===== config.mk =====
export PLATFORM = sky130hd
export DESIGN_NAME = nn_config_loader
export DESIGN_NICKNAME = d
export VERILOG_FILES = /design/src/rtl/nn_config_loader.sv
export SDC_FILE = /design/constraint.sdc
export NUM_CORES = 1
export LEC_CHECK = 0
export BUFFER_PORTS_ARGS = -buffer_cell sky130_fd_sc_hd__buf_2
export CORE_MARGIN = 5
export CORE_UTILIZATION = 45
export CTS_CLUSTER_SIZE = 14
export DETAILED_ROUTE_END_ITERATION = 8
export PLACE_DENSITY = 0.75
export SKIP_CTS_REPAIR_TIMING = 1
export SLEW_MARGIN = 40
export SYNTH_ARGS = -nofsm -noshare
export SYNTH_HDL_FRONTEND = slang
export SYNTH_SLANG_ARGS = --single-unit
export TNS_END_PERCENT = 20

===== constraint.sdc =====
create_clock -name clk -period 2.2 [get_ports clk]
set_clock_uncertainty 0.15 [all_clocks]
set_input_delay 0.22 -clock clk [delete_from_list [all_inputs] [get_ports clk]]
set_output_delay 0.22 -clock clk [all_outputs]
set_load 0.02 [all_outputs]

===== src/rtl/nn_config_loader.sv =====
// nn_config_loader: turns a 32-bit valid/ready host word stream into the shared
// neuron configuration bus (layer/neuron select plus weight and bias strobes).
// Optional feature macro: CFG_CHECKSUM_EN. When it is defined, each weight block
// is followed by an XOR checksum word, which is verified before the next header.
module nn_config_loader #(
    parameter int maxCount = 784
) (
    input  logic        clk,
    input  logic        rst,
    input  logic [31:0] s_data,
    input  logic        s_valid,
    output logic        s_ready,
    output logic        weightValid,
    output logic [31:0] weightValue,
    output logic        biasValid,
    output logic [31:0] biasValue,
    output logic [31:0] config_layer_num,
    output logic [31:0] config_neuron_num,
    output logic        done,
    output logic        error,
    output logic [15:0] blockCount
);

`ifdef CFG_CHECKSUM_EN
    typedef enum logic [2:0] {
        ST_HDR, ST_WGT, ST_BIAS, ST_CHK, ST_DONE, ST_ERR
    } state_t;
`else
    typedef enum logic [2:0] {
        ST_HDR, ST_WGT, ST_BIAS, ST_DONE, ST_ERR
    } state_t;
`endif

    localparam logic [11:0] MAX_COUNT = 12'(maxCount);

    // Header type codes
    localparam logic [1:0] TYPE_WEIGHT = 2'b00;
    localparam logic [1:0] TYPE_BIAS   = 2'b01;
    localparam logic [1:0] TYPE_END    = 2'b11;

    state_t      state_reg;
    logic [11:0] remaining_reg;
`ifdef CFG_CHECKSUM_EN
    logic [31:0] csum_reg;
`endif

    logic        xfer;
    logic [1:0]  hdr_type;
    logic [5:0]  hdr_layer;
    logic [11:0] hdr_neuron;
    logic [11:0] hdr_count;

    assign xfer       = s_valid & s_ready;
    assign hdr_type   = s_data[31:30];
    assign hdr_layer  = s_data[29:24];
    assign hdr_neuron = s_data[23:12];
    assign hdr_count  = s_data[11:0];

    // Single FSM: decodes headers, forwards data words as one-cycle strobes,
    // and drives every output from a register.
    always_ff @(posedge clk) begin
        if (rst) begin
            state_reg         <= ST_HDR;
            remaining_reg     <= '0;
`ifdef CFG_CHECKSUM_EN
            csum_reg          <= '0;
`endif
            s_ready           <= 1'b0;
            weightValid       <= 1'b0;
            weightValue       <= '0;
            biasValid         <= 1'b0;
            biasValue         <= '0;
            config_layer_num  <= 32'hFFFF_FFFF;
            config_neuron_num <= 32'hFFFF_FFFF;
            done              <= 1'b0;
            error             <= 1'b0;
            blockCount        <= '0;
        end else begin
            // Strobes last one cycle; ready stays high unless a terminal state is entered.
            weightValid <= 1'b0;
            biasValid   <= 1'b0;
            s_ready     <= 1'b1;

            case (state_reg)
                ST_HDR: begin
                    if (xfer) begin
                        case (hdr_type)
                            TYPE_WEIGHT: begin
                                if (hdr_count == 12'd0 || hdr_count > MAX_COUNT) begin
                                    state_reg <= ST_ERR;
                                    error     <= 1'b1;
                                    s_ready   <= 1'b0;
                                end else begin
                                    config_layer_num  <= {26'd0, hdr_layer};
                                    config_neuron_num <= {20'd0, hdr_neuron};
                                    remaining_reg     <= hdr_count;
`ifdef CFG_CHECKSUM_EN
                                    csum_reg          <= '0;
`endif
                                    state_reg         <= ST_WGT;
                                end
                            end
                            TYPE_BIAS: begin
                                // Count field is meaningless for a bias block.
                                config_layer_num  <= {26'd0, hdr_layer};
                                config_neuron_num <= {20'd0, hdr_neuron};
`ifdef CFG_CHECKSUM_EN
                                csum_reg          <= '0;
`endif
                                state_reg         <= ST_BIAS;
                            end
                            TYPE_END: begin
                                state_reg <= ST_DONE;
                                done      <= 1'b1;
                                s_ready   <= 1'b0;
                            end
                            default: begin
                                state_reg <= ST_ERR;
                                error     <= 1'b1;
                                s_ready   <= 1'b0;
                            end
                        endcase
                    end
                end

                ST_WGT: begin
                    if (xfer) begin
                        weightValid   <= 1'b1;
                        weightValue   <= s_data;
                        remaining_reg <= remaining_reg - 12'd1;
`ifdef CFG_CHECKSUM_EN
                        csum_reg      <= csum_reg ^ s_data;
                        if (remaining_reg == 12'd1) begin
                            state_reg <= ST_CHK;
                        end
`else
                        if (remaining_reg == 12'd1) begin
                            state_reg  <= ST_HDR;
                            blockCount <= blockCount + 16'd1;
                        end
`endif
                    end
                end

                ST_BIAS: begin
                    if (xfer) begin
                        biasValid  <= 1'b1;
                        biasValue  <= s_data;
                        blockCount <= blockCount + 16'd1;
                        state_reg  <= ST_HDR;
                    end
                end

`ifdef CFG_CHECKSUM_EN
                ST_CHK: begin
                    // Checksum word is consumed silently; a mismatch poisons the stream.
                    if (xfer) begin
                        if (s_data == csum_reg) begin
                            blockCount <= blockCount + 16'd1;
                            state_reg  <= ST_HDR;
                        end else begin
                            state_reg <= ST_ERR;
                            error     <= 1'b1;
                            s_ready   <= 1'b0;
                        end
                    end
                end
`endif

                ST_DONE: s_ready <= 1'b0;
                ST_ERR:  s_ready <= 1'b0;
                default: begin
                    state_reg <= ST_ERR;
                    error     <= 1'b1;
                    s_ready   <= 1'b0;
                end
            endcase
        end
    end

endmodule


==> metrics.txt, run 1 <==
status finished with violations; failing checks negative hold slack; worst vdd ir 0.0006176 V; drt pass-1 iters 5; Slew @ Worst Pin 0.4309 ns; xor and xnor area share after synthesis 0.1656%; ys async rst share 0%; sw frac 24.85%; setup_tns 0 ns; YS warnings 0; Initial Util 46.13%; Most used DFF post-synth dfxtp_1; Switch Pwr 0.001265 W; wire per inst 15.52 µm; worst-path maximum fanout 7; routability cong. 0.8667; Detail Placement HPWL 10,180 µm; CTS sink count 119; clock power share 47.3%; n_diodes 0; placed insts 928; die width 118.4 µm; CP Capture Type flop; most common cell after layout, fill and taps aside buf_2; min-delay worst type primary input to flop; Routed Antenna Nets 0; via count 5,106; Die ar. 14,020 µm²; synth top area cells dfxtp_1 45%, nand2_1 11%, a21oi_1 9.0%; startpoint types flop; Reg2Reg Setup Slack 0.08 ns; Synth Register Bits 119; CTS tree done; leak pwr 2.816 nW; Mapped Nets 692; num rows 39; max-slew violation count 0; gr ovfl total 0; data required time at the worst endpoint 2.39 ns; period utilization 96.26%; crit path cell chain nand3b_1, or2_2, or4_1, a21oi_1; Crit-path slowest cell or4_1; Pwr Density 728.5 nW/µm²; clk slew on worst S/H paths 0.05 ns; internal power 0.003826 W; Fin. Hold Viols 1; max_cap viols 0; sequential fraction of the synthesis area 45.03%; area grow syn2layout 32.12%; clock root cell clkbuf_16; post-synth top area cell dfxtp_1; syn_area_per_cell 8.089 µm²; Peak Freq 472.2 MHz; Tmin final 2.118 ns; Slew headroom 71.06%; number of global-route vias before repair 4,534; drt first-iter violations 387; Ports 184; post-synthesis mux area share 3.595%; Regs by FF count biasValue x32, weightValue x32, blockCount x16; count of nets after finishing 870; largest family of logic cells by synthesized area simple AND/OR/NAND/NOR gates; Via density 5.173; final WL 15,320 µm; Core ar. 11,470 µm²; antenna violations before repair 0; Comb power frac 9.4%; Post-synth EDFFs 0; Cells after Synth 654; H-tree levels 4; library cells used by synthesis 53; most frequent cells in the layout 182 x buf_2, 151 x nand2_1, 118 x dfxtp_1, 95 x a21oi_1, 52 x nor2_1; Num CTS Buffers 17; Clock Path Buffers 2; crit path kind flop to flop; cell area after synthesis 5290 µm²; first-pass GRT wire length 23,220 µm; gr usage total 20.22%; DRC viols 0; worst stage delay on the critical path 0.52 ns; IO Port Bufs 183; Final setup viols 0; adder-cell share of the synthesized area 0.7096%; share of layout cells above drive strength 1 31.28%; Simple-Gate Fraction of Synth Area 22.87%; Seq pwr share 43.4%; clock latency on the worst-skew pair 0.42 ns; chip height 118.4 µm; post-synth top area share 45.03%; Final Instance Count excl. Fillers 987; fill count 1,010; largest net degree at the start of global routing 81; compound-cell area share of the yosys netlist 16.84%; hold slack -0.01439 ns; WP data arrival 2.31 ns
## cells in the mapped netlist, types with 2 or more instances
master    number
a211oi_1       6
nor2_1        52
buf_2          3
or4_1         11
nand2b_1       2
nand3b_1       3
inv_1          9
nand3_1        7
a21oi_2        3
a21o_1         2
nor4_1         6
o31ai_1       11
and3_1         3
o21ai_0       18
or3b_2         2
nor3_1         4
buf_6          3
or3_1         10
or2_2          2
mux2i_1       19
buf_4         47
nand4_1        3
clkbuf_1      32
o211ai_1       2
o21a_1         2
dfxtp_1      119
a21oi_1       95
nand2_1      151
ha_1           3
## path summary, 6_finish.rpt
check | from | end | depth (start not counted)
worst max-delay path | s_ready | remaining_reg[11] | 4
worst min-delay path | s_data[3] | remaining_reg[3] | 3
worst max register to register | s_ready | remaining_reg[11] | 4
worst min register to register | weightValue[19] | weightValue[19] | 2
## per-layer routing
metal / GRT usage (%) / part of all wire [%]
met3: 7.211 / 6.2
met2: 32.38 / 50
met4: 7.583 / 2.4
met5: 0 / 0
met1: 25.09 / 41
## worst max-delay path: cells and delay by family (launching register included)
family | cells | cell delay, ns
and+or+nand+nor | 3 | 1.35
DFF | 1 | 0.40
AOI/OAI and AO/OA | 1 | 0.15
## power groups by stage
stage / Clock (W) / Sequential (W) / Combinational [W]
2_1_floorplan: 0 / 0.00228 / 0.000265
3_3_place_gp: 0 / 0.00225 / 0.000432
3_5_place_dp: 0 / 0.00225 / 0.000433
4_1_cts: 0.00244 / 0.00221 / 0.000434
5_1_grt: 0.00255 / 0.00221 / 0.000516
6_report: 0.00241 / 0.00221 / 0.000478
## stage by stage
stage / power (W) / setup slack [ns] / instance area [µm²] / util [%]
floorplan: 0.002549 / 0.1709 / 5290 / -
global placement: 0.002683 / 0.1076 / 6156 / 53.68
CTS: 0.005080 / 0.01486 / 6666 / 58.13
detailed placement: 0.002685 / 0.02108 / 6156 / 53.68
finish: 0.005092 / 0.08235 / 6989 / 60.95
global route: 0.005280 / -0.03827 / 6989 / 60.95
## final cells by class
type                            count  area, µm²  area share [%]
Multi-Input combinational cell    440       2391           34.21
Sequential cell                   119       2384           34.10
Timing Repair Buffer              245       1491           21.34
Clock buffer                       23      457.9           6.552
Tap cell                          143      178.9           2.560
Clock inverter                      8      52.55          0.7519
Inverter                            9      33.78          0.4834
## cell families after synthesis
| group | after synthesis |
|---|---|
| adder cells (fa/ha/maj) | 3 |
| buffers and inverters | 95 |
| flip-flops | 119 |
| AND/OR/NAND/NOR | 265 |
| XOR/XNOR | 1 |
| multiplexers | 19 |
| AO/OA/AOI/OAI | 152 |
Note: power is estimated with default switching activity, not from simulation.
==> run 2: changes to the inputs <==
ABC_AREA = 1   (was unset)
CORE_UTILIZATION = 46   (was 45)
PLACE_DENSITY = 0.76   (was 0.75)
==> run 2 against run 1 <==
  * The flow still finishes with violations (negative hold slack)
  * Setup slack improved by 0.19 ns
  * Global-route usage increased by 0.96 points
  * Clock power increased by 20%
  * Sequential cell count unchanged
  * Critical endpoint is now remaining_reg[10]
  * Maximum frequency increased by 9.8%
  * Synthesized area increased by 3.9%
  * Sequential share of layout area decreased by 0.091 points
  * Worst hold slack got worse by 0.030 ns
  * First-iteration DRC count increased by 41%
  * Cell count increased by 9.5%
==> metrics.txt, run 2 <==
status finished with violations (unchanged); failing checks negative hold slack (unchanged); Ports 184 (unchanged); n_diodes 0 (unchanged); clock root cell clkbuf_16 (unchanged); Tmin final 1.928 ns (was 2.118 ns); via count 5,516 (was 5,106); met3 wire len 1561 µm (was 956 µm); post-synth top area share 43.36% (was 45.03%); crit path kind primary input to flop (was flop to flop); Pwr Density 1035 nW/µm² (was 728.5 nW/µm²); placed insts 1,024 (was 928); Via density 5.103 (was 5.173); Cells after Synth 765 (was 654); leak pwr 3.434 nW (was 2.816 nW); CTS tree done (unchanged); Detail Placement HPWL 10,690 µm (was 10,180 µm); gr ovfl total 0 (unchanged); area grow syn2layout 27.49% (was 32.12%); YS warnings 0 (unchanged); drt first-iter violations 546 (was 387); routability cong. 0.9413 (was 0.8667); largest net degree at the start of global routing 50 (was 81); R2R depth 7 (was 4); Fin. Hold Viols 12 (was 1); period utilization 87.63% (was 96.26%); startpoint types primary input (was flop); data required time at the worst endpoint 2.36 ns (was 2.39 ns); Core ar. 11,860 µm² (was 11,470 µm²); most frequent cells in the layout 183 x buf_2, 165 x nor2_1, 124 x nand2_1, 119 x dfxtp_1, 79 x o21ai_0 (was 182 x buf_2, 151 x nand2_1, 118 x dfxtp_1, 95 x a21oi_1, 52 x nor2_1); Synth Register Bits 119 (unchanged); synth top area cells dfxtp_1 43%, nor2_1 11%, nand2_1 8.5% (was dfxtp_1 45%, nand2_1 11%, a21oi_1 9.0%); DRT met1 WL 6508 µm (was 6353 µm); Slew headroom 68.97% (was 71.06%); clk slew on worst S/H paths 0.06 ns (was 0.05 ns); drt pass-1 iters 5 (unchanged); final WL 15,530 µm (was 15,320 µm); Initial Util 46.32% (was 46.13%); CP Capture Type flop (unchanged); Num CTS Buffers 17 (unchanged); Critical Path Sink remaining_reg[10] (was remaining_reg[11]); DR top layer met4 (unchanged); Reg2Reg Setup Slack 0.28 ns (was 0.08 ns); IO Port Bufs 183 (unchanged); Routed Antenna Nets 0 (unchanged); gr usage total 21.18% (was 20.22%); DRC viols 0 (unchanged); Regs by FF count biasValue x32, weightValue x32, blockCount x16 (unchanged); chip height 119.3 µm (was 118.4 µm); num rows 40 (was 39); first-pass GRT wire length 24,720 µm (was 23,220 µm); Most used DFF post-synth dfxtp_1 (unchanged); Crit-path slowest cell dlygate4sd3_1 (was or4_1); R2R Path Start state_reg[1] (was s_ready); most frequent cell after synthesis nor2_1 (was nand2_1); cell area after synthesis 5494 µm² (was 5290 µm²); most common library cells after synthesis 165 x nor2_1, 124 x nand2_1, 119 x dfxtp_1 (was 151 x nand2_1, 119 x dfxtp_1, 95 x a21oi_1); worst setup path startpoint s_data[2] (was s_ready); max-slew violation count 0 (unchanged); met2 WL 7067 µm (was 7642 µm); Final Instance Count excl. Fillers 1,081 (was 987); die width 119.3 µm (was 118.4 µm); H-tree levels 4 (unchanged); library cells used by synthesis 33 (was 53); post-synth top area cell dfxtp_1 (unchanged); wire per inst 14.37 µm (was 15.52 µm); fill count 1,078 (was 1,010); Clock Path Buffers 2 (unchanged); count of nets after finishing 959 (was 870); sequential fraction of the synthesis area 43.36% (was 45.03%); most common cell after layout, fill and taps aside buf_2 (unchanged); antenna violations before repair 0 (unchanged); Slew @ Worst Pin 0.4649 ns (was 0.4309 ns); WP data arrival 2.08 ns (was 2.31 ns); syn_area_per_cell 7.182 µm² (was 8.089 µm²); crit path cell chain dlygate4sd3_1, buf_2, nor2_1, nand2_1, inv_1, nand3_1, nand2_1, nand3_2, nand2_2, and2_1, nor2_1 (was nand3b_1, or2_2, or4_1, a21oi_1); Peak Freq 518.7 MHz (was 472.2 MHz); worst stage delay on the critical path 0.54 ns (was 0.52 ns); hold slack -0.04460 ns (was -0.01439 ns); Die ar. 14,230 µm² (was 14,020 µm²); worst vdd ir 0.0005440 V (was 0.0006176 V); share of layout cells above drive strength 1 27.09% (was 31.28%); ys async rst share 0% (unchanged); min-delay worst type primary input to flop (unchanged); worst-path maximum fanout 13 (was 7); Post-synth EDFFs 0 (unchanged); Worst R2R End remaining_reg[10] (was remaining_reg[11]); Final setup viols 0 (unchanged); number of global-route vias before repair 4,997 (was 4,534); max_cap viols 0 (unchanged); Mapped Nets 803 (was 692); CTS sink count 119 (unchanged); clock latency on the worst-skew pair 0.41 ns (was 0.42 ns)
[run 2: cell count changes in the layout (fill, tap and decap cells not counted), moves of 11 or more]
| cell | before | now |
|---|---|---|
| buf_4 | 32 | 12 |
| a21oi_1 | 95 | 36 |
| o31ai_1 | 11 | 0 |
| mux2i_1 | 19 | 1 |
| nand2_1 | 151 | 124 |
| or4_1 | 11 | 0 |
| o21ai_0 | 18 | 79 |
| inv_1 | 9 | 39 |
| nor2_1 | 52 | 165 |
| nand3_1 | 7 | 65 |
[run 2: worst min path at each step]
stage	from	slack, ns	cells past startpoint	endpoint
floorplan	s_data[26]	0.20	2	biasValue[26]
global placement	config_layer_num[2]	0.29	2	config_layer_num[2]
detailed placement	config_layer_num[30]	0.28	2	config_layer_num[30]
CTS	s_data[18]	-0.09	3	biasValue[18]
global route	s_data[31]	0.0003	3	weightValue[31]
finish	s_data[10]	-0.04	3	biasValue[10]
[run 2: report_power, final]
part           switching (W)  internal, W  total (W)
Clock                0.00108      0.00181    0.00290
Sequential          0.000156      0.00239    0.00255
Combinational        0.00122     0.000588    0.00181
Total                0.00246      0.00480    0.00725
[run 2: routing by layer]
layer / vias to the layer above / GRT usage, %
met4: 0 / 9.196
met1: 2487 / 27.49
li1: 2730 / -
met3: 35 / 6.790
met2: 264 / 32.25
met5: - / 0
[run 2: cell type report]
| cell class | count | area, µm² | area share, % |
|---|---|---|---|
| clock buffers | 18 | 429.2 | 6.127 |
| clock inverters | 14 | 186.4 | 2.662 |
| inverters | 44 | 167.7 | 2.394 |
| multi-input cells | 518 | 2379 | 33.96 |
| flip-flops and latches | 119 | 2382 | 34.01 |
| well taps | 147 | 183.9 | 2.626 |
| repair buffers | 221 | 1276 | 18.22 |
[run 2: cell families (layout without fill, tap and decap cells)]
| kind of cell | after synthesis | after routing | synth area share [%] |
|---|---|---|---|
| simple gates | 380 | 380 | 28.92 |
| mux | 1 | 1 | 0.1822 |
| compound gates | 125 | 125 | 12.07 |
| xor+xnor | 9 | 9 | 1.435 |
| fa+ha+maj | 3 | 3 | 0.6833 |
| flops | 119 | 119 | 43.36 |
| buf+inv | 128 | 297 | 13.35 |
[run 2: critical path: cells and delay by family]
family	cells	cell delay, ns
buffers and inverters	3	0.74
and+or+nand+nor	8	1.13
[run 2: metrics by stage]
step	setup WS (ns)	TNS, ns	power (W)	util [%]	instance area [µm²]
global placement	0.3027	0	0.004328	51.75	6138
CTS	0.2715	0	0.007244	56.94	6754
finish	0.2721	0	0.007253	59.05	7004
global route	-0.005475	-0.005475	0.007620	59.05	7004
detailed placement	0.3137	0	0.004347	51.75	6138
floorplan	0.3907	0	0.003936	-	5494
